File: src/rtl/timer_count_unit_if.sv
// -----------------------------------------------------------------------------
// timer_count_unit_if
//   Bundles the CPU-side and run-control signals of timer_count_unit.
//   master : drives count_en, mode, the byte write port, tf_clr, irq_ack
//            (and cap_stb when TCU_CAPTURE_EN is defined).
//   slave  : the count unit; drives tl, th, tf, irq, ovf_pulse
//            (and cap_val when TCU_CAPTURE_EN is defined).
//   Optional feature macro: TCU_CAPTURE_EN (adds cap_stb / cap_val).
// -----------------------------------------------------------------------------
interface timer_count_unit_if;
    logic       count_en;
    logic [1:0] mode;
    logic       wr_en;
    logic       wr_sel;
    logic [7:0] wr_data;
    logic       tf_clr;
    logic       irq_ack;
    logic [7:0] tl;
    logic [7:0] th;
    logic       tf;
    logic       irq;
    logic       ovf_pulse;
`ifdef TCU_CAPTURE_EN
    logic        cap_stb;
    logic [15:0] cap_val;
`endif

    modport master (
        output count_en, mode, wr_en, wr_sel, wr_data, tf_clr, irq_ack,
`ifdef TCU_CAPTURE_EN
        output cap_stb,
        input  cap_val,
`endif
        input  tl, th, tf, irq, ovf_pulse
    );

    modport slave (
        input  count_en, mode, wr_en, wr_sel, wr_data, tf_clr, irq_ack,
`ifdef TCU_CAPTURE_EN
        input  cap_stb,
        output cap_val,
`endif
        output tl, th, tf, irq, ovf_pulse
    );
endinterface

File: src/rtl/timer_count_unit.sv
// -----------------------------------------------------------------------------
// timer_count_unit
//   Count register stage of a classic 8051-style timer. Consumes the gated
//   count enable and advances TH/TL in one of four modes:
//     0 = 13-bit {th, tl[4:0]}, 1 = 16-bit {th, tl},
//     2 = 8-bit tl with auto-reload from th, 3 = hold.
//   Raises the sticky overflow flag tf (mirrored on irq) and a one-cycle
//   ovf_pulse. A CPU byte write loads th or tl and suppresses counting in
//   that cycle.
// Ports
//   clk, rst_n : clock, asynchronous active-low reset
//   bus        : timer_count_unit_if.slave (count_en, mode, wr_*, tf_clr,
//                irq_ack in; tl, th, tf, irq, ovf_pulse out)
// Parameters
//   TF_ACK_CLR : 1 = irq_ack also clears tf, 0 = only tf_clr clears tf
// Optional feature macro
//   TCU_CAPTURE_EN : adds cap_stb / cap_val snapshot of {th, tl}
// -----------------------------------------------------------------------------
module timer_count_unit #(
    parameter bit TF_ACK_CLR = 1'b1
) (
    input  logic               clk,
    input  logic               rst_n,
    timer_count_unit_if.slave  bus
);

    typedef enum logic [1:0] {
        MODE_13BIT  = 2'd0,
        MODE_16BIT  = 2'd1,
        MODE_RELOAD = 2'd2,
        MODE_HOLD   = 2'd3
    } mode_e;

    logic [7:0] tl_q, tl_d;
    logic [7:0] th_q, th_d;
    logic       tf_q, tf_d;
    logic       ovf_q, ovf_d;

    logic [12:0] cnt13;
    logic [15:0] cnt16;
    mode_e       mode;

    assign mode  = mode_e'(bus.mode);
    assign cnt13 = {th_q, tl_q[4:0]} + 13'd1;
    assign cnt16 = {th_q, tl_q} + 16'd1;

    // NOTE: every signal gets a default at the top of always_comb so no path
    // leaves it unassigned; that is what keeps synthesis from inferring latches.
    always_comb begin
        tl_d  = tl_q;
        th_d  = th_q;
        ovf_d = 1'b0;
        if (bus.wr_en) begin
            // A CPU write owns the cycle: no increment, no overflow.
            if (bus.wr_sel) th_d = bus.wr_data;
            else            tl_d = bus.wr_data;
        end else if (bus.count_en) begin
            unique case (mode)
                MODE_13BIT: begin
                    // tl[7:5] are not part of the counter and keep their value.
                    tl_d  = {tl_q[7:5], cnt13[4:0]};
                    th_d  = cnt13[12:5];
                    ovf_d = (th_q == 8'hFF) && (tl_q[4:0] == 5'h1F);
                end
                MODE_16BIT: begin
                    {th_d, tl_d} = cnt16;
                    ovf_d        = (th_q == 8'hFF) && (tl_q == 8'hFF);
                end
                MODE_RELOAD: begin
                    if (tl_q == 8'hFF) begin
                        tl_d  = th_q;
                        ovf_d = 1'b1;
                    end else begin
                        tl_d  = tl_q + 8'd1;
                    end
                end
                MODE_HOLD: ;
                default: ;
            endcase
        end

        // Set has priority over any clear in the same cycle.
        if (ovf_d)
            tf_d = 1'b1;
        else if (bus.tf_clr || (TF_ACK_CLR && bus.irq_ack))
            tf_d = 1'b0;
        else
            tf_d = tf_q;
    end

    // NOTE: sequential state uses non-blocking assignments so every register
    // samples the pre-edge values, independent of statement order.
    always_ff @(posedge clk or negedge rst_n) begin
        if (!rst_n) begin
            tl_q  <= 8'h00;
            th_q  <= 8'h00;
            tf_q  <= 1'b0;
            ovf_q <= 1'b0;
        end else begin
            tl_q  <= tl_d;
            th_q  <= th_d;
            tf_q  <= tf_d;
            ovf_q <= ovf_d;
        end
    end

    assign bus.tl        = tl_q;
    assign bus.th        = th_q;
    assign bus.tf        = tf_q;
    assign bus.irq       = tf_q;
    assign bus.ovf_pulse = ovf_q;

`ifdef TCU_CAPTURE_EN
    logic [15:0] cap_q;

    // Captures the value held before this edge, so a coincident write or
    // increment does not leak into the snapshot.
    always_ff @(posedge clk or negedge rst_n) begin
        if (!rst_n)           cap_q <= 16'h0000;
        else if (bus.cap_stb) cap_q <= {th_q, tl_q};
    end

    assign bus.cap_val = cap_q;
`endif

endmodule
File: src/flat_wrapper.sv
// flat-port wrapper written by rule: the top's interface ports become plain ports
module timer_count_unit_flat 
#(
    parameter bit TF_ACK_CLR = 1'b1
)
  (clk, rst_n, bus_count_en, bus_mode, bus_wr_en, bus_wr_sel, bus_wr_data, bus_tf_clr, bus_irq_ack, bus_tl, bus_th, bus_tf, bus_irq, bus_ovf_pulse);
  timer_count_unit_if bus_i ();
  input  logic clk;
  input  logic rst_n;
  input wire logic [$bits(bus_i.count_en)-1:0] bus_count_en;
  input wire logic [$bits(bus_i.mode)-1:0] bus_mode;
  input wire logic [$bits(bus_i.wr_en)-1:0] bus_wr_en;
  input wire logic [$bits(bus_i.wr_sel)-1:0] bus_wr_sel;
  input wire logic [$bits(bus_i.wr_data)-1:0] bus_wr_data;
  input wire logic [$bits(bus_i.tf_clr)-1:0] bus_tf_clr;
  input wire logic [$bits(bus_i.irq_ack)-1:0] bus_irq_ack;
  output wire logic [$bits(bus_i.tl)-1:0] bus_tl;
  output wire logic [$bits(bus_i.th)-1:0] bus_th;
  output wire logic [$bits(bus_i.tf)-1:0] bus_tf;
  output wire logic [$bits(bus_i.irq)-1:0] bus_irq;
  output wire logic [$bits(bus_i.ovf_pulse)-1:0] bus_ovf_pulse;
  assign bus_i.count_en = bus_count_en;
  assign bus_i.mode = bus_mode;
  assign bus_i.wr_en = bus_wr_en;
  assign bus_i.wr_sel = bus_wr_sel;
  assign bus_i.wr_data = bus_wr_data;
  assign bus_i.tf_clr = bus_tf_clr;
  assign bus_i.irq_ack = bus_irq_ack;
  assign bus_tl = bus_i.tl;
  assign bus_th = bus_i.th;
  assign bus_tf = bus_i.tf;
  assign bus_irq = bus_i.irq;
  assign bus_ovf_pulse = bus_i.ovf_pulse;
  timer_count_unit #(.TF_ACK_CLR(TF_ACK_CLR)) u_core (.clk(clk), .rst_n(rst_n), .bus(bus_i));
endmodule
File: config.mk
export PLATFORM = sky130hd
export DESIGN_NAME = timer_count_unit_flat
export DESIGN_NICKNAME = d
export VERILOG_FILES = /design/src/rtl/timer_count_unit_if.sv /design/src/rtl/timer_count_unit.sv /design/src/flat_wrapper.sv
export SDC_FILE = /design/constraint.sdc
export NUM_CORES = 1
export LEC_CHECK = 0
export ABC_AREA = 1
export CAP_MARGIN = 20
export CORE_ASPECT_RATIO = 0.7
export CORE_UTILIZATION = 55
export DETAILED_ROUTE_END_ITERATION = 8
export GPL_TIMING_DRIVEN = 0
export HOLD_SLACK_MARGIN = 0.12
export PLACE_DENSITY = 0.86
export SETUP_SLACK_MARGIN = 0.05
export SLEW_MARGIN = 10
export SYNTH_ARGS = -nofsm -noshare
export SYNTH_HDL_FRONTEND = slang
export SYNTH_SLANG_ARGS = --single-unit
File: constraint.sdc
create_clock -name clk -period 2.3 [get_ports clk]
set_input_delay 0.345 -clock clk [delete_from_list [all_inputs] [get_ports clk]]
set_output_delay 0.345 -clock clk [all_outputs]
set_load 0.02 [all_outputs]
; ---- Word-level counts from Yosys, hierarchy flattened
; Index checks and enable logic that the tools add are counted.
[totals]
reg_bits = 18
in_bits = 17
[classes]
addsub = 3
eq_ne = 8
n_mux = 15
reduce_logical = 12
[op_table]
columns = cell, count
row1 = $mux W8, 7
row2 = $pmux W8 S3, 1
row3 = $add A16 B1 Y16 const B, 1
row4 = $eq A8 B8 Y1 const B, 2
row5 = $pmux W8 S2, 1
row6 = $add A13 B1 Y13 const B, 1
row7 = $add A8 B1 Y8 const B, 1
row8 = $reduce_and A3 Y1, 2
row9 = $reduce_bool A3 Y1, 2
row10 = $eq A5 B5 Y1 const B, 1
row11 = $mux W1, 5
row12 = $ne A2 B2 Y1 const B, 2
row13 = $reduce_and A4 Y1, 1
row14 = $reduce_bool A2 Y1, 2
row15 = $reduce_bool A4 Y1, 1
row16 = $pmux W1 S3, 1
row17 = $eq A2 B1 Y1 const B, 1
row18 = $eq A2 B2 Y1 const B, 1
row19 = $logic_and A1 B1 Y1, 2
row20 = $logic_not A2 Y1, 1
row21 = $ne A2 B1 Y1 const B, 1
row22 = $logic_or A1 B1 Y1, 1

; ---- Longest topological paths before layout
[depth]
ltp_word = 6
ltp_mapped = 11
mapped_depth_nobuf = 11

; ---- Worst setup path after synthesis
; OpenSTA, ideal clock, no wires.
[synth_timing]
kind = reg-to-reg
startpoint = reg u_core.tl_q[1], in the netlist u_core.bus.tl[1]
endpoint = reg u_core.th_q[4], in the netlist u_core.bus.th[4]
setup_ns = 0.117
arrival_time_ns = 1.571
required_time_ns = 2.183
path_slack_ns = 0.612
path_stages_with_launch = 11
period_less_slack_ns = 1.688
path_cell_list = dfrtp_1 -> ha_1 -> nand2_2 -> nor2_4 -> nand3_4 -> nand2_2 -> o21ai_2 -> nand2_1 -> nand3_1 -> o21ai_1 -> inv_1
[synth_between]
elab_chain_cells = 4
elab_cells_between_ends = 5
[synth_lines]
columns = item, line
row1 = from (decl), timer_count_unit.sv:34  ; logic [7:0] tl_q, tl_d;
row2 = from (signal assigned), timer_count_unit.sv:100  ; tl_q <= tl_d;
row3 = $add A16 B1 Y16 / $add A13 B1 Y13 (equally long branches), "timer_count_unit.sv:45, timer_count_unit.sv:44"
row4 = $pmux W8 S2 *, timer_count_unit.sv:58  ; unique case (mode)
row5 = $mux W8 *, timer_count_unit.sv:57  ; end else if (bus.count_en) begin
row6 = $mux W8 *, timer_count_unit.sv:53  ; if (bus.wr_en) begin
row7 = to (signal assigned), timer_count_unit.sv:101  ; th_q <= th_d;
row8 = to (decl), timer_count_unit.sv:35  ; logic [7:0] th_q, th_d;
; Mark *: on every way between the ends. The rest lies on a longest branch, timed or not. The select of a mux whose other input is x is not followed.
; A chain may end at the register's enable or synchronous reset.

; ---- Final worst setup path
[layout_timing]
startpoint = in bus_mode[1]
endpoint = reg u_core.th_q[7], in the netlist u_core.bus.th[7]
[layout_between]
elab_chain_cells = 4
elab_cells_between_ends = 7
[layout_lines]
columns = item, line
row1 = from (decl), flat_wrapper.sv:11  ; input wire logic [$bits(bus_i.mode)-1:0] bus_mode;
row2 = $eq A2 B1 Y1 / $logic_not A2 Y1 (equally long branches), timer_count_unit.sv:58
row3 = $pmux W8 S2, timer_count_unit.sv:58
row4 = $mux W8, timer_count_unit.sv:57
row5 = $mux W8, timer_count_unit.sv:53
; Several ways; a longest one is shown, not always the timed one. The select of a mux whose other input is x is not followed.

==> results_dict.tcl <==
set metrics [dict create \
    postRouteAntennaNets 0 \
    io_pins 36 \
    synth_seq_area_share 0.275 \
    post_cts_buffers 0 \
    dp_slack_ps -199 \
    hold_class "in -> async" \
    worst_pin_slew_ps 896 \
    p_per_area_nw_per_um2 648 \
    worstPathMaxFanout 8 \
    setup_viol 0 \
    start_util 0.583 \
    cp-end-kind "register" \
    clockRootBuffer "clkbuf_8" \
    synth.ff_latch_count 18 \
    ff2ff_path_depth 8 \
    final_nets 323 \
    maxCapViolCount 0 \
    status "finished clean" \
    syn_area_um2 1640 \
    remaining_drc_errors 0 \
    synth_nets 282 \
    skew_ps 3.46 \
    die_w_um 67.2 \
    ir_drop_mv 0.438 \
    synth_top_area_frac 0.275 \
    clk_pin_slew_ps 70 \
    rows 16 \
    fillerInstances 229 \
    rr_startpoint "u_core.bus.tl[0]" \
    hold_slack_ps 579 \
    ctsLongestPathBuffers 2 \
    num_vias 1925 \
    synth_flop_cell "dfrtp_1" \
    rsz0062_at_grt "false" \
    cts_tree "done" \
    numPortBuffers 35 \
    power_mw 1.35 \
    yosys.area.top_type "dfrtp_1" \
    fmax_mhz 468 \
    cts_max_level 1 \
    cts_made_buffers 3 \
    ys_types 35 \
    drv_slew 0 \
    design_area_um2 2090 \
    final_hold_viol_count 0 \
    r2r_end "u_core.bus.irq" \
    wl_per_cell_um 15.3 \
    synth_cells 259 \
    finalCriticalPeriod_ps 2140 \
    synth_warnings 0 \
    cp-start-kind "input port" \
    syn_avg_cell_area_um2 6.31 \
    layout_setup_ws_ps 163 \
    synth_edf_count 0 \
    grt_max_degree 19 \
    grt_pass1_wl_mm 7.48 \
    hpwl_mm 3.73 \
    diodes 0 \
    dr.pass1.iters 5 \
    fin_crit_sh 0.929 \
    critPathRequiredTime_ps 2450 \
    antenna_found_initial 0 \
    reg2reg_slack_ps 420 \
    p_leak_nw 0.992 \
    crit_type "in -> reg" \
    grt_usage 0.329 \
    totalWireLength_mm 5.10 \
    place_congestion 0.930 \
    async_flop_share 1.00 \
    ys_top_cells_by_count "nand2_1, inv_1, nor2_1" \
    vias_per_cell 5.76 \
    slew_headroom 0.401 \
    dpl_cell_area_um2 2030 \
    insertion_delay_ps 260 \
    core_um2 2800 \
    synth_area_leaders "dfrtp_1, nand2_1, inv_1, nand3_1, ha_1" \
    cts_sinks 18 \
    drt_iter0_markers 149 \
    drive_gt1_frac 0.0940 \
    gr-total-overflow 0 \
    yosysMostFrequentCell "nand2_1" \
    dieArea_um2 3200 \
    critPathArrivalTime_ps 2290 \
    grt_pass1_vias 1588 \
    die_h_um 47.6 \
    area_growth_pct 27.7 \
]
[cell type report]
| cell class | count | area, µm² | area share |
|---|---|---|---|
| Inverter | 29 | 113 | 0.0539 |
| Buffer | 5 | 35.0 | 0.0168 |
| Clock buffer | 3 | 41.3 | 0.0198 |
| Sequential cell | 18 | 450 | 0.216 |
| Timing Repair inverter | 1 | 5.00 | 0.00240 |
| Multi-Input combinational cell | 207 | 1050 | 0.502 |
| Timing Repair Buffer | 35 | 350 | 0.168 |
| Tap cell | 36 | 45.0 | 0.0216 |
[per-layer routing]
layer	vias to the layer above	routed length, µm	GRT usage
li1	914	-	-
met1	889	2270	0.463
met2	107	2210	0.510
met3	15	549	0.0762
met4	0	72	0.0851
met5	-	0	0
[state kept, by name, summed over array words and instances, names as in the netlist]
name and cells:
u_core.bus.th 8, u_core.bus.ovf_pulse 1, u_core.bus.tl 8, u_core.bus.irq 1
[where the power goes]
group	internal (mW)	switching, mW
clock network	0.117	0.117
logic	0.261	0.379
registers	0.374	0.104
total	0.753	0.600
[metrics by stage]
| stage | cells | util | TNS (ps) |
|---|---|---|---|
| finish | 334 | 0.745 | 0 |
| global route | 334 | 0.745 | 0 |
| CTS | 333 | 0.739 | 0 |
| detailed placement | 330 | 0.725 | -617 |
| global placement | 330 | 0.725 | -247 |
| floorplan | 259 | - | 0 |
[how the worst max path moves through the flow]
| stage | startpoint | end | slack [ps] | cells past startpoint |
|---|---|---|---|---|
| after global placement | bus_mode[1] | u_core.bus.th[6] | -120 | 10 |
| final | bus_mode[1] | u_core.bus.th[7] | 160 | 10 |
| after CTS | bus_mode[1] | u_core.bus.th[6] | 70 | 10 |
| after global routing | bus_mode[1] | u_core.bus.th[0] | 50 | 10 |
| after floorplan | u_core.bus.tl[1] | u_core.bus.th[4] | 610 | 10 |
| after detailed placement | bus_mode[1] | u_core.bus.th[6] | -200 | 10 |
[what timing repair did]
item,CTS,global route
gates resized for setup,0,2
endpoints found under the setup margin,0,3
hold buffers,0,0
[critical path: stages]
cell,delay (ps)
clkdlybuf4s50_1,460
inv_1,100
ha_1,170
inv_2,90
nand2_1,90
a21oi_1,110
a21oi_4,290
clkinvlp_2,380
nor2_1,170
a21boi_1,80
[layout by cell type (no fill, tap or decap)]
cell / instances
clkbuf_1: 1
buf_4: 1
ha_1: 6
o211ai_1: 1
a21boi_1: 1
clkbuf_8: 4
inv_2: 2
o21ai_0: 9
buf_2: 2
clkinvlp_4: 1
a21o_1: 1
a22oi_1: 2
a21boi_0: 2
nor3_1: 4
nor2_1: 20
o2111ai_1: 1
clkinvlp_2: 1
xnor2_1: 1
xor2_1: 2
o21ai_1: 2
nand2_2: 3
inv_1: 25
a21boi_2: 1
or2_2: 1
a21oi_1: 9
nor2_4: 3
a21oi_4: 1
nor2_2: 3
nand3_4: 1
o21ai_2: 3
clkinv_1: 1
nand4_1: 6
dfrtp_1: 18
nand3_1: 17
clkdlybuf4s50_1: 35
nand2_4: 1
nand2_1: 102
a31oi_1: 4
[cells by family after synthesis]
kind of cell | count (synthesis) | synth area share
buffers and inverters | 34 | 0.0880
AND/OR/NAND/NOR | 161 | 0.432
XOR/XNOR | 3 | 0.0161
adder cells (fa/ha/maj) | 6 | 0.0459
AO/OA/AOI/OAI | 37 | 0.142
flip-flops | 18 | 0.275
Power figures use the tool's default switching activity.
